### src/rtl/sar_search.sv
// sar_search: binary-search initiator that recovers a hidden value through a compare-only port
module sar_search #(
    parameter int WIDTH = 4
) (
    input  logic             clk,
    input  logic             rst,
    input  logic             start,
    output logic [WIDTH-1:0] guess,
    output logic             guess_vld,
    input  logic             cmp_vld,
    input  logic [2:0]       cmp_res,
    output logic             busy,
    output logic             done,
    output logic             found,
    output logic             err,
    output logic [WIDTH-1:0] result
);
    localparam int RW = $clog2(WIDTH + 2);
    localparam logic [RW-1:0] MAX_ROUNDS = RW'(WIDTH + 1);
    localparam logic signed [WIDTH:0] HI_INIT = {1'b0, {WIDTH{1'b1}}};

    typedef enum logic [1:0] {IDLE, ISSUE, WAIT, FIN} state_t;

    state_t                  r_state, w_state_nx;
    logic signed [WIDTH:0]   r_lo, r_hi, w_lo_nx, w_hi_nx, w_lo_up, w_hi_dn;
    logic [RW-1:0]           r_rounds, w_rounds_nx, w_rounds_inc;
    logic [WIDTH-1:0]        r_guess, w_guess_nx, r_result, w_result_nx, w_mid;
    logic                    r_gvld, w_gvld_nx, r_found, w_found_nx, r_err, w_err_nx;
    logic                    w_take;

    assign w_mid        = WIDTH'(($unsigned(r_lo) + $unsigned(r_hi)) >> 1);
    assign w_lo_up      = $signed({1'b0, r_guess} + 1'b1);
    assign w_hi_dn      = $signed({1'b0, r_guess} - 1'b1);
    assign w_rounds_inc = r_rounds + 1'b1;
    assign w_take       = (r_state == WAIT) && cmp_vld && !r_gvld;

    assign guess     = r_guess;
    assign guess_vld = r_gvld;
    assign busy      = (r_state == ISSUE) || (r_state == WAIT);
    assign done      = (r_state == FIN);
    assign found     = r_found;
    assign err       = r_err;
    assign result    = r_result;

    // Next-state and search-window update; a response arriving alongside guess_vld is ignored
    always_comb begin
        w_state_nx  = r_state;
        w_lo_nx     = r_lo;
        w_hi_nx     = r_hi;
        w_rounds_nx = r_rounds;
        w_guess_nx  = r_guess;
        w_result_nx = r_result;
        w_found_nx  = r_found;
        w_err_nx    = r_err;
        w_gvld_nx   = 1'b0;
        case (r_state)
            IDLE: begin
                if (start) begin
                    w_lo_nx     = '0;
                    w_hi_nx     = HI_INIT;
                    w_rounds_nx = '0;
                    w_found_nx  = 1'b0;
                    w_err_nx    = 1'b0;
                    w_state_nx  = ISSUE;
                end
            end
            ISSUE: begin
                w_guess_nx = w_mid;
                w_gvld_nx  = 1'b1;
                w_state_nx = WAIT;
            end
            WAIT: begin
                if (w_take) begin
                    w_rounds_nx = w_rounds_inc;
                    if (cmp_res == 3'b001) begin
                        w_result_nx = r_guess;
                        w_found_nx  = 1'b1;
                        w_state_nx  = FIN;
                    end else if (cmp_res == 3'b010 || cmp_res == 3'b100) begin
                        w_lo_nx = (cmp_res == 3'b010) ? w_lo_up : r_lo;
                        w_hi_nx = (cmp_res == 3'b100) ? w_hi_dn : r_hi;
                        w_err_nx   = (w_lo_nx > w_hi_nx) || (w_rounds_inc == MAX_ROUNDS);
                        w_found_nx = 1'b0;
                        w_state_nx = w_err_nx ? FIN : ISSUE;
                    end else begin
                        w_err_nx   = 1'b1;
                        w_found_nx = 1'b0;
                        w_state_nx = FIN;
                    end
                end
            end
            FIN: w_state_nx = IDLE;
            default: w_state_nx = IDLE;
        endcase
    end

    // State and datapath registers with synchronous reset
    always_ff @(posedge clk) begin
        if (rst) begin
            r_state  <= IDLE;
            r_lo     <= '0;
            r_hi     <= '0;
            r_rounds <= '0;
            r_guess  <= '0;
            r_gvld   <= 1'b0;
            r_result <= '0;
            r_found  <= 1'b0;
            r_err    <= 1'b0;
        end else begin
            r_state  <= w_state_nx;
            r_lo     <= w_lo_nx;
            r_hi     <= w_hi_nx;
            r_rounds <= w_rounds_nx;
            r_guess  <= w_guess_nx;
            r_gvld   <= w_gvld_nx;
            r_result <= w_result_nx;
            r_found  <= w_found_nx;
            r_err    <= w_err_nx;
        end
    end
endmodule

### config.mk
export PLATFORM = sky130hd
export DESIGN_NAME = sar_search
export DESIGN_NICKNAME = d
export VERILOG_FILES = /design/src/rtl/sar_search.sv
export SDC_FILE = /design/constraint.sdc
export NUM_CORES = 1
export LEC_CHECK = 0
export ABC_AREA = 1
export ABC_CLOCK_PERIOD_IN_PS = 2950
export BUFFER_PORTS_ARGS = -buffer_cell sky130_fd_sc_hd__clkbuf_2
export CAP_MARGIN = 15
export CORE_UTILIZATION = 42
export CTS_CLUSTER_DIAMETER = 120
export DETAILED_ROUTE_END_ITERATION = 7
export SLEW_MARGIN = 15
export SYNTH_ARGS = -nofsm -noshare
export SYNTH_HDL_FRONTEND = slang
export SYNTH_SLANG_ARGS = --single-unit
export TNS_END_PERCENT = 100
### constraint.sdc
create_clock -name clk -period 2.95 [get_ports clk]
set_clock_uncertainty 0.15 [all_clocks]
set_input_delay 0.59 -clock clk [delete_from_list [all_inputs] [get_ports clk]]
set_output_delay 0.59 -clock clk [all_outputs]
set_load 0.1 [all_outputs]
==> results.sh, run 1 <==
export IMPL_hold_viol_final=0
export IMPL_worst_pin_slew_ns=0.5425
export IMPL_cts_root_buffer="clkbuf_8"
export IMPL_die_y_microns=64.04
export IMPL_totalNegativeSetupSlack_ns=0
export IMPL_use_met1_pct=26.13
export IMPL_antenna_found_initial=0
export IMPL_power_uw=2116
export IMPL_die_area_sq_um=4101
export IMPL_syn_to_final_growth_pct=11.84
export IMPL_drt_iter0_drc=66
export IMPL_drv_cap=0
export IMPL_cts_sinks=26
export IMPL_power_density_nw_per_um2=1170
export IMPL_fmax_mhz=428.1
export IMPL_antennaDiodeCount=0
export IMPL_multi_input_area_sq_um=972.2
export IMPL_status="completed"
export IMPL_cts_repair_resized=0
export IMPL_clkLatencyLatePin_ns=0.28
export IMPL_drive_gt1_share_pct=14.41
export IMPL_fillCellCount=406
export IMPL_syn_avg_cell_area_sq_um=7.484
export IMPL_rows=22
export IMPL_arrival_ns=2.35
export IMPL_p_leak_uw=0.0008487
export IMPL_hold_class="flip-flop to flip-flop"
export IMPL_grt_total_usage_pct=19.49
export IMPL_path_clk_slew_ns=0.09
export IMPL_layout_cells_most_common_list="nand2_1 (30), o21ai_0 (28), inv_1 (27), dfxtp_1 (26)"
export IMPL_ys_warn_count=0
export IMPL_grt_pass1_vias=1389
export IMPL_crit_type="flip-flop to flip-flop"
export IMPL_drc=0
export IMPL_endpoint_kind="flip-flop"
export IMPL_grt_pass1_wl_mm=6.154
export IMPL_stdcell_count=284
export IMPL_postLayoutCellArea_sq_um=1808
export IMPL_finalWirelength_mm=3.547
export IMPL_maxSlewHeadroom_pct=63.99
export IMPL_io_pins=20
export IMPL_synth_cell_types=28
export IMPL_place_inst=281
export IMPL_finalNetCount=263
export IMPL_wl_per_cell_microns=12.49
export IMPL_rsz0062_at_grt="false"
export IMPL_place_area_sq_um=1767
export IMPL_cp_max_fo=7
export IMPL_cts_tree="yes"
export IMPL_core_sq_um=3689
export IMPL_ir_worst_vdd_uv=619.6
export IMPL_ant_nets=0
export IMPL_gp_congestion=0.8265
export IMPL_dp_hpwl_mm=2.757
export IMPL_die_width_microns=64.04
export IMPL_numCtsBuffers=3
export IMPL_start_util_pct=43.83
export IMPL_vias_per_cell=4.944
export IMPL_cts_setup_buffers=0
export IMPL_regArea_sq_um=520.5
export IMPL_grt_util_met3_pct=2.321
export IMPL_busiest_layer="met2"
export IMPL_finalSetupViolCount=0
export IMPL_cts_htree_levels=1
export IMPL_drt_pass1_iterations=4
export IMPL_drv_slew=0
export IMPL_holdBufCountCts=0
export IMPL_min_period_ns=2.336
export IMPL_cts_max_path_buffers=2
export IMPL_grt_ovfl_total=0
export IMPL_port_buffers=19
export IMPL_crit_required_ns=2.96
export IMPL_layout_commonest_cell="nand2_1"
export IMPL_syn_inst=216
export IMPL_grt_max_degree=18
export IMPL_vias=1404
export IMPL_ys_ff_latch=26
export IMPL_use_met2_pct=31.52
export IMPL_netlist_area_sq_um=1617
export IMPL_fin_crit_sh_pct=79.19
export IMPL_cp_start_kind="flip-flop"
export IMPL_synth_fp_nets=241
export IMPL_seq_area_frac_synth_pct=32.20
-- stage by stage --
stage | hold slack [ns] | util (%) | setup WS (ns)
finish | 0.3372 | 49.02 | 0.6139
global placement | 0.3160 | 47.90 | 0.5697
CTS | 0.3362 | 49.02 | 0.5861
floorplan | 0.3033 | - | 0.1384
global route | 0.3471 | 49.02 | 0.4002
detailed placement | 0.3223 | 47.90 | 0.5548
-- final timing paths --
kind | from | to | slack, ns | cells past startpoint
worst max register to register | guess[0]$_SDFFE_PP0P_ | err$_SDFFE_PP0P_ | 0.61 | 13
worst max-delay path | guess[0]$_SDFFE_PP0P_ | err$_SDFFE_PP0P_ | 0.61 | 13
worst min register to register | r_rounds[1]$_SDFFE_PP0P_ | r_rounds[1]$_SDFFE_PP0P_ | 0.34 | 2
worst min-delay path | r_rounds[1]$_SDFFE_PP0P_ | r_rounds[1]$_SDFFE_PP0P_ | 0.34 | 2
-- cell usage after synthesis (all sizes together) --
cell type	instances	share of area, %
o21ai	33	10
ha	17	13
o211ai	1	0.46
mux2i	1	0.62
nand2	31	8.2
xor2	6	3.3
clkbuf	1	0.23
a21oi	24	8.4
dfxtp	26	32
a211oi	1	0.46
nand3	10	3.7
buf	2	0.54
xnor2	3	1.6
inv	29	6.9
fa	1	1.2
nor3	2	0.62
o21a	2	0.93
nor2	26	7.3
-- critical path: stages, from the launching register on --
cell and delay, ns:
dfxtp_1 0.46, inv_1 0.13, ha_1 0.24, xor2_1 0.15, mux2i_1 0.20, ha_1 0.30, a21oi_1 0.19, nand2_1 0.07
nand2_1 0.05, nand2_1 0.04, nand2_1 0.05, nand2_1 0.06, nand3_1 0.06, a21oi_1 0.06
-- layout make-up --
cell class	count	area share, %
flip-flops and latches	26	28.79
repair buffers	20	5.675
well taps	48	3.322
clock buffers	3	2.284
inverters	29	6.159
multi-input cells	158	53.77
-- flip-flops by register name, summed over array words and instances (netlist names), 2 cells and up --
register	count
guess	4
r_rounds	3
result	4
r_state	2
r_hi	5
r_lo	5
-- kinds of logic after synthesis --
kind of cell	share of synthesized area, %
adders and majority gates	14.40
buffers and inverters	7.662
xor gates and xnor gates	4.876
muxes	0.6192
and+or+nand+nor	19.81
AOI/OAI and AO/OA	20.43
DFF	32.20
-- layer usage --
layer | share of wire [%] | vias up | wire length (microns)
met5 | 0 | - | 0
met4 | 1.8 | 0 | 65
met3 | 3.1 | 7 | 110
met2 | 43 | 27 | 1539
met1 | 52 | 624 | 1832
li1 | - | 746 | -
-- power by group --
part / leakage [uW] / internal (uW) / switching, uW
registers: 0.000213 / 452 / 93.8
logic: 0.000614 / 382 / 984
clock network: 0.0000216 / 91.8 / 113
(Power assumes the default switching activity.)
==> inputs of run 2 (changes only) <==
ABC_AREA = 0   (was 1)
ABC_CLOCK_PERIOD_IN_PS = 2250   (was 2950)
clock period = 2.25 ns   (was 2.95 ns; I/O delays follow)
==> run 2 against run 1 <==
Effect of this change: via count grew 7.2%; final area increased by 14%; non-clock buffer count rose by 19; synthesized cell count decreased by 8.3%; sequential power rose by 25%; fmax grew 7.5%; largest power group unchanged; critical path depth shrank 2; clock-buffer cell count did not move.
==> results.sh, run 2 <==
export IMPL_synth_top_family_by_area="simple AND/OR/NAND/NOR gates"
export IMPL_place_area_sq_um=1891
export IMPL_grt_max_degree=28
export IMPL_io_pins=20
export IMPL_fillCellCount=341
export IMPL_ys_async_sr_fraction_pct=0
export IMPL_post_place_ws_ns=-0.2028
export IMPL_p_seq_share_pct=26.3
export IMPL_cpPeakStageDelay_ns=0.39
export IMPL_syn_avg_cell_area_sq_um=8.335
export IMPL_syn_to_final_growth_pct=25.02
export IMPL_grt_pass1_wl_mm=6.513
export IMPL_switchingPower_uw=1269
export IMPL_holdBufCountCts=0
export IMPL_cts_sinks=26
export IMPL_post_route_util_pct=55.52
export IMPL_port_buffers=19
export IMPL_seq_area_frac_synth_pct=31.54
export IMPL_numCtsBuffers=3
export IMPL_yosys_top_cells_count="dfxtp_1 (26), a21oi_1 (22), nor2_1 (20)"
export IMPL_antenna_found_initial=0
export IMPL_gp_congestion=0.8573
export IMPL_core_sq_um=3716
export IMPL_drt_pass1_iterations=4
export IMPL_fmax_mhz=460.1
export IMPL_reg_largest_list="r_hi (5), r_lo (5)"
export IMPL_cts_root_buffer="clkbuf_8"
export IMPL_antennaDiodeCount=0
export IMPL_synth_area_top_cells="dfxtp_1 (32%), ha_1 (13%), a21oi_1 (6.7%)"
export IMPL_worst_slack_ns=0.07674
export IMPL_swShare_pct=48.93
export IMPL_p_comb_share_pct=58.5
export IMPL_endpoint_kind="flip-flop"
export IMPL_fin_crit_sh_pct=96.59
export IMPL_cp_slowest_cell="dfxtp_4"
export IMPL_vias_per_cell=5.375
export IMPL_postLayoutCellArea_sq_um=2063
export IMPL_cp_common_cell="a21oi_2"
export IMPL_synth_xor_area_share_pct=5.307
export IMPL_arrival_ns=2.20
export IMPL_crit_required_ns=2.28
export IMPL_power_internal_uw=1325
export IMPL_p_clk_share_pct=15.2
export IMPL_synth_compound_area_share_pct=18.35
export IMPL_cp_max_fo=5
export IMPL_path_clk_slew_ns=0.10
export IMPL_syn_inst=198
export IMPL_dp_hpwl_mm=2.891
export IMPL_drive_gt1_share_pct=31.90
export IMPL_grt_total_usage_pct=20.24
export IMPL_synth_cell_types=39
export IMPL_die_y_microns=64.69
export IMPL_synth_edf_count=0
export IMPL_ys_warn_count=0
export IMPL_synth_simple_area_share_pct=21.23
export IMPL_layout_cells_most_common_list="nor2_1 (20), dfxtp_1 (20), clkbuf_2 (19), buf_4 (19), nand2_1 (17)"
export IMPL_drv_cap=0
export IMPL_ant_nets=0
export IMPL_hold_viol_final=0
export IMPL_cts_htree_levels=1
export IMPL_drv_slew=0
export IMPL_ir_worst_vdd_uv=437.5
export IMPL_finalWirelength_mm=4.007
export IMPL_ys_flop_type="dfxtp_1"
export IMPL_clkLatencyLatePin_ns=0.28
export IMPL_p_leak_uw=0.0008554
export IMPL_worst_hold_slack_ns=0.3112
export IMPL_start_util_pct=44.41
export IMPL_min_period_ns=2.173
export IMPL_hold_class="flip-flop to flip-flop"
export IMPL_die_area_sq_um=4184
export IMPL_power_density_nw_per_um2=1258
export IMPL_grt_ovfl_total=0
export IMPL_power_uw=2595
export IMPL_finalSetupViolCount=0
export IMPL_drc=0
export IMPL_worst_pin_slew_ns=0.5517
export IMPL_cp_start_kind="flip-flop"
export IMPL_crit_type="flip-flop to flip-flop"
export IMPL_cts_tree="yes"
export IMPL_cp_cell_sequence="inv_2 -> ha_2 -> xnor2_1 -> a21oi_2 -> inv_1 -> ha_1 -> nand4_1 -> nand3_1 -> a21oi_2 -> a21oi_2 -> a311oi_1"
export IMPL_drt_iter0_drc=131
export IMPL_ys_ff_latch=26
export IMPL_synth_fp_nets=223
export IMPL_netlist_area_sq_um=1650
export IMPL_yosysTopAreaCellShare_pct=31.54
export IMPL_grt_pass1_vias=1425
export IMPL_wl_per_cell_microns=14.31
export IMPL_cts_max_path_buffers=2
export IMPL_rsz0062_at_grt="true"
export IMPL_die_width_microns=64.69
export IMPL_vias=1505
export IMPL_yosysMostFrequentCell="dfxtp_1"
export IMPL_maxSlewHeadroom_pct=63.22
export IMPL_finalNetCount=258
export IMPL_synth_area_mux_share_pct=2.426
export IMPL_yosys_area_top_type="dfxtp_1"
export IMPL_status="completed"
export IMPL_rows=22
export IMPL_synth_adder_area_share_pct=14.10
==> run 2: cell count changes in the layout (fill, tap and decap cells not counted), sizes merged, moves of 4 or more <==
| cell | before | now |
|---|---|---|
| nor2 | 26 | 20 |
| xor2 | 6 | 2 |
| o21ai | 33 | 8 |
| xnor2 | 3 | 8 |
| nor2b | 0 | 6 |
| buf | 1 | 20 |
| inv | 29 | 14 |
| nand2 | 31 | 18 |
==> run 2: cell type report <==
cell class | count | area, sq um | share of cell area [%]
multi-input cells | 149 | 1092 | 52.94
flip-flops and latches | 26 | 538.0 | 26.08
repair buffers | 39 | 249.0 | 12.07
well taps | 48 | 60.06 | 2.911
inverters | 14 | 52.55 | 2.547
clock buffers | 3 | 41.29 | 2.001
clock inverters | 1 | 30.03 | 1.455
==> run 2: power by group through the flow <==
stage,clock [uW],sequential [uW],combinational (uW)
floorplan,0,893,907
detailed placement,0,685,1370
global placement,0,683,1340
finish,395,682,1520
global route,425,695,1640
CTS,406,670,1390
==> run 2: what timing repair did <==
action	in CTS	in global routing
gates cloned	0	1
pin swaps	2	7
gates resized for setup	2	21
setup endpoints to repair	2	20
setup buffers	1	2
==> run 2: path summary, 6_finish.rpt <==
kind | slack (ns) | depth (start not counted) | start | endpoint
max | 0.08 | 11 | guess[0]$_SDFFE_PP0P_ | r_state[1]$_SDFFE_PP0P_
min | 0.31 | 2 | result[1]$_SDFFE_PP0P_ | result[1]$_SDFFE_PP0P_
max reg2reg | 0.08 | 11 | guess[0]$_SDFFE_PP0P_ | r_state[1]$_SDFFE_PP0P_
min reg2reg | 0.31 | 2 | result[1]$_SDFFE_PP0P_ | result[1]$_SDFFE_PP0P_
==> run 2: stage by stage <==
step | cells | TNS (ns)
3_5_place_dp | 272 | -0.4007
4_1_cts | 277 | 0
6_report | 280 | 0
5_1_grt | 280 | -0.008514
2_1_floorplan | 198 | 0
3_3_place_gp | 272 | -0.2897
==> run 2: routing by layer <==
metal	track usage, %	up-vias	share of wire (%)
li1	-	754	-
met1	25.75	709	47
met2	34.87	36	48
met3	2.289	6	3.6
met4	7.500	0	1.3
met5	0	-	0
==> run 2: cell families (layout without fill, tap and decap cells) <==
group / after synthesis / in the layout
buf+inv: 24 / 57
compound gates: 47 / 47
mux: 4 / 4
simple gates: 69 / 70
flops: 26 / 26
xor+xnor: 10 / 10
fa+ha+maj: 18 / 18
==> run 2: critical path: cells and delay by family, from the launching register on <==
kind,cells,cell delay [ns]
simple gates,2,0.20
flops,1,0.39
compound gates,4,0.61
buf+inv,2,0.11
xor+xnor,1,0.14
fa+ha+maj,2,0.48
==> inputs of run 3 (changes only) <==
CORE_MARGIN = 2   (was default)
==> run 3 against run 2 <==
Effect of this change: combinational power grew 4%; final cell count is 1.1% higher; final area grew 1.2%; clock power is 31% lower; largest cell class unchanged.
==> results.sh, run 3 (synthesis results as in run 2) <==
export IMPL_min_period_ns=2.128
export IMPL_cts_sinks=26
export IMPL_status="completed"
export IMPL_cp_slowest_cell="dfxtp_4"
export IMPL_numCtsBuffers=3
export IMPL_cts_tree="yes"
export IMPL_drc=0
export IMPL_worst_hold_slack_ns=0.3131
export IMPL_finalNetCount=261
export IMPL_gp_congestion=0.9101
export IMPL_crit_required_ns=2.28
export IMPL_syn_to_final_growth_pct=26.54
export IMPL_ir_worst_vdd_uv=489.3
export IMPL_start_util_pct=44.41
export IMPL_fmax_mhz=469.9
export IMPL_grt_pass1_vias=1441
export IMPL_fillCellCount=349
export IMPL_endpoint_kind="flip-flop"
export IMPL_vias_per_cell=5.410
export IMPL_holdBufCountCts=0
export IMPL_cts_root_buffer="clkbuf_8"
export IMPL_reg_largest_list="r_hi (5), r_lo (5)"
export IMPL_totalNegativeSetupSlack_ns=0
export IMPL_drt_pass1_iterations=4
export IMPL_cp_start_kind="flip-flop"
export IMPL_crit_type="flip-flop to flip-flop"
export IMPL_power_uw=2538
export IMPL_ant_nets=0
export IMPL_swShare_pct=50.74
export IMPL_stdcell_count=283
export IMPL_postLayoutCellArea_sq_um=2088
export IMPL_arrival_ns=2.16
export IMPL_drive_gt1_share_pct=32.77
export IMPL_wl_per_cell_microns=14.14
export IMPL_rows=22
export IMPL_place_inst=273
export IMPL_dp_hpwl_mm=2.864
export IMPL_clkLatencyLatePin_ns=0.27
export IMPL_multi_input_area_sq_um=1116
export IMPL_layout_cells_most_common_list="dfxtp_1 (21), buf_4 (21), nor2_1 (20), clkbuf_2 (19), nand2_1 (18)"
export IMPL_power_internal_uw=1250
export IMPL_finalWirelength_mm=4.003
export IMPL_grt_ovfl_total=0
export IMPL_cpPeakStageDelay_ns=0.39
export IMPL_fin_crit_sh_pct=94.59
export IMPL_die_y_microns=66.69
export IMPL_path_clk_slew_ns=0.09
export IMPL_regArea_sq_um=539.3
export IMPL_worst_pin_slew_ns=0.5810
export IMPL_p_comb_share_pct=62.4
export IMPL_finalSetupViolCount=0
export IMPL_drv_cap=0
export IMPL_p_seq_share_pct=26.9
export IMPL_port_buffers=19
export IMPL_p_leak_uw=0.0008543
export IMPL_cp_cell_sequence="inv_1 -> ha_4 -> xnor2_1 -> a21oi_2 -> inv_1 -> ha_4 -> nand4_1 -> nand3_1 -> a21oi_2 -> a21oi_2 -> a311oi_1"
export IMPL_power_density_nw_per_um2=1215
export IMPL_place_area_sq_um=1898
export IMPL_switchingPower_uw=1288
export IMPL_hold_class="flip-flop to flip-flop"
export IMPL_cp_common_cell="a21oi_2"
export IMPL_maxSlewHeadroom_pct=60.86
export IMPL_core_sq_um=3716
export IMPL_grt_pass1_wl_mm=6.479
export IMPL_die_area_sq_um=4447
export IMPL_cts_max_path_buffers=2
export IMPL_p_clk_share_pct=10.7
export IMPL_drv_slew=0
export IMPL_vias=1531
export IMPL_die_width_microns=66.69
export IMPL_cp_max_fo=6
export IMPL_grt_max_degree=28
export IMPL_grt_total_usage_pct=19.09
export IMPL_drt_iter0_drc=75
export IMPL_antennaDiodeCount=0
export IMPL_hold_viol_final=0
export IMPL_antenna_found_initial=0
export IMPL_cts_htree_levels=1
export IMPL_io_pins=20
run 3: final cells by class:
cell class	instances	share of cell area, %
Tap cell	48	2.876
Clock buffer	3	1.977
Inverter	14	2.516
Clock inverter	1	0.1797
Timing Repair Buffer	42	13.18
Sequential cell	26	25.82
Multi-Input combinational cell	149	53.45
run 3: worst max-delay path, delay by kind of cell (launching register included):
family / cells / cell delay (ns)
buffers and inverters: 2 / 0.17
flip-flops: 1 / 0.39
AND/OR/NAND/NOR: 2 / 0.17
adder cells (fa/ha/maj): 2 / 0.41
XOR/XNOR: 1 / 0.15
AO/OA/AOI/OAI: 4 / 0.60
run 3: worst paths after layout:
path / from / to / slack, ns / depth (start not counted)
hold / removal: result[3]$_SDFFE_PP0P_ / result[3]$_SDFFE_PP0P_ / 0.31 / 2
setup / recovery: guess[1]$_SDFFE_PP0P_ / r_state[1]$_SDFFE_PP0P_ / 0.12 / 11
hold reg to reg: result[3]$_SDFFE_PP0P_ / result[3]$_SDFFE_PP0P_ / 0.31 / 2
setup reg to reg: guess[1]$_SDFFE_PP0P_ / r_state[1]$_SDFFE_PP0P_ / 0.12 / 11
run 3: power by group through the flow:
| stage | Clock [uW] | Sequential (uW) | Combinational (uW) |
|---|---|---|---|
| floorplan | 0 | 893 | 907 |
| global placement | 0 | 676 | 1370 |
| detailed placement | 0 | 679 | 1380 |
| CTS | 282 | 668 | 1400 |
| global route | 301 | 697 | 1690 |
| finish | 272 | 683 | 1580 |
run 3: timing repair:
action / 4_1_cts / 5_1_grt
cloned: 0 / 1
buffers inserted: 0 / 5
pin swaps: 1 / 10
endpoints found under the setup margin: 2 / 6
resized for setup: 1 / 22
hold endpoints to repair: 0 / 0
run 3: layer usage:
layer  vias up  GRT usage, %  routed length (microns)
met5         -             0                        0
met3         9         2.703                      121
met2        31         33.50                     1912
li1        759             -                        -
met1       732         23.55                     1883
met4         0         6.888                       85
run 3: per-stage QoR:
stage                     utilization, %  setup WS (ns)
after floorplan                        -       0.002147
after CTS                          52.39       0.003688
after global routing               56.20      -0.008876
after detailed placement           51.08        -0.1843
final                              56.20         0.1217
after global placement             51.08        -0.1431
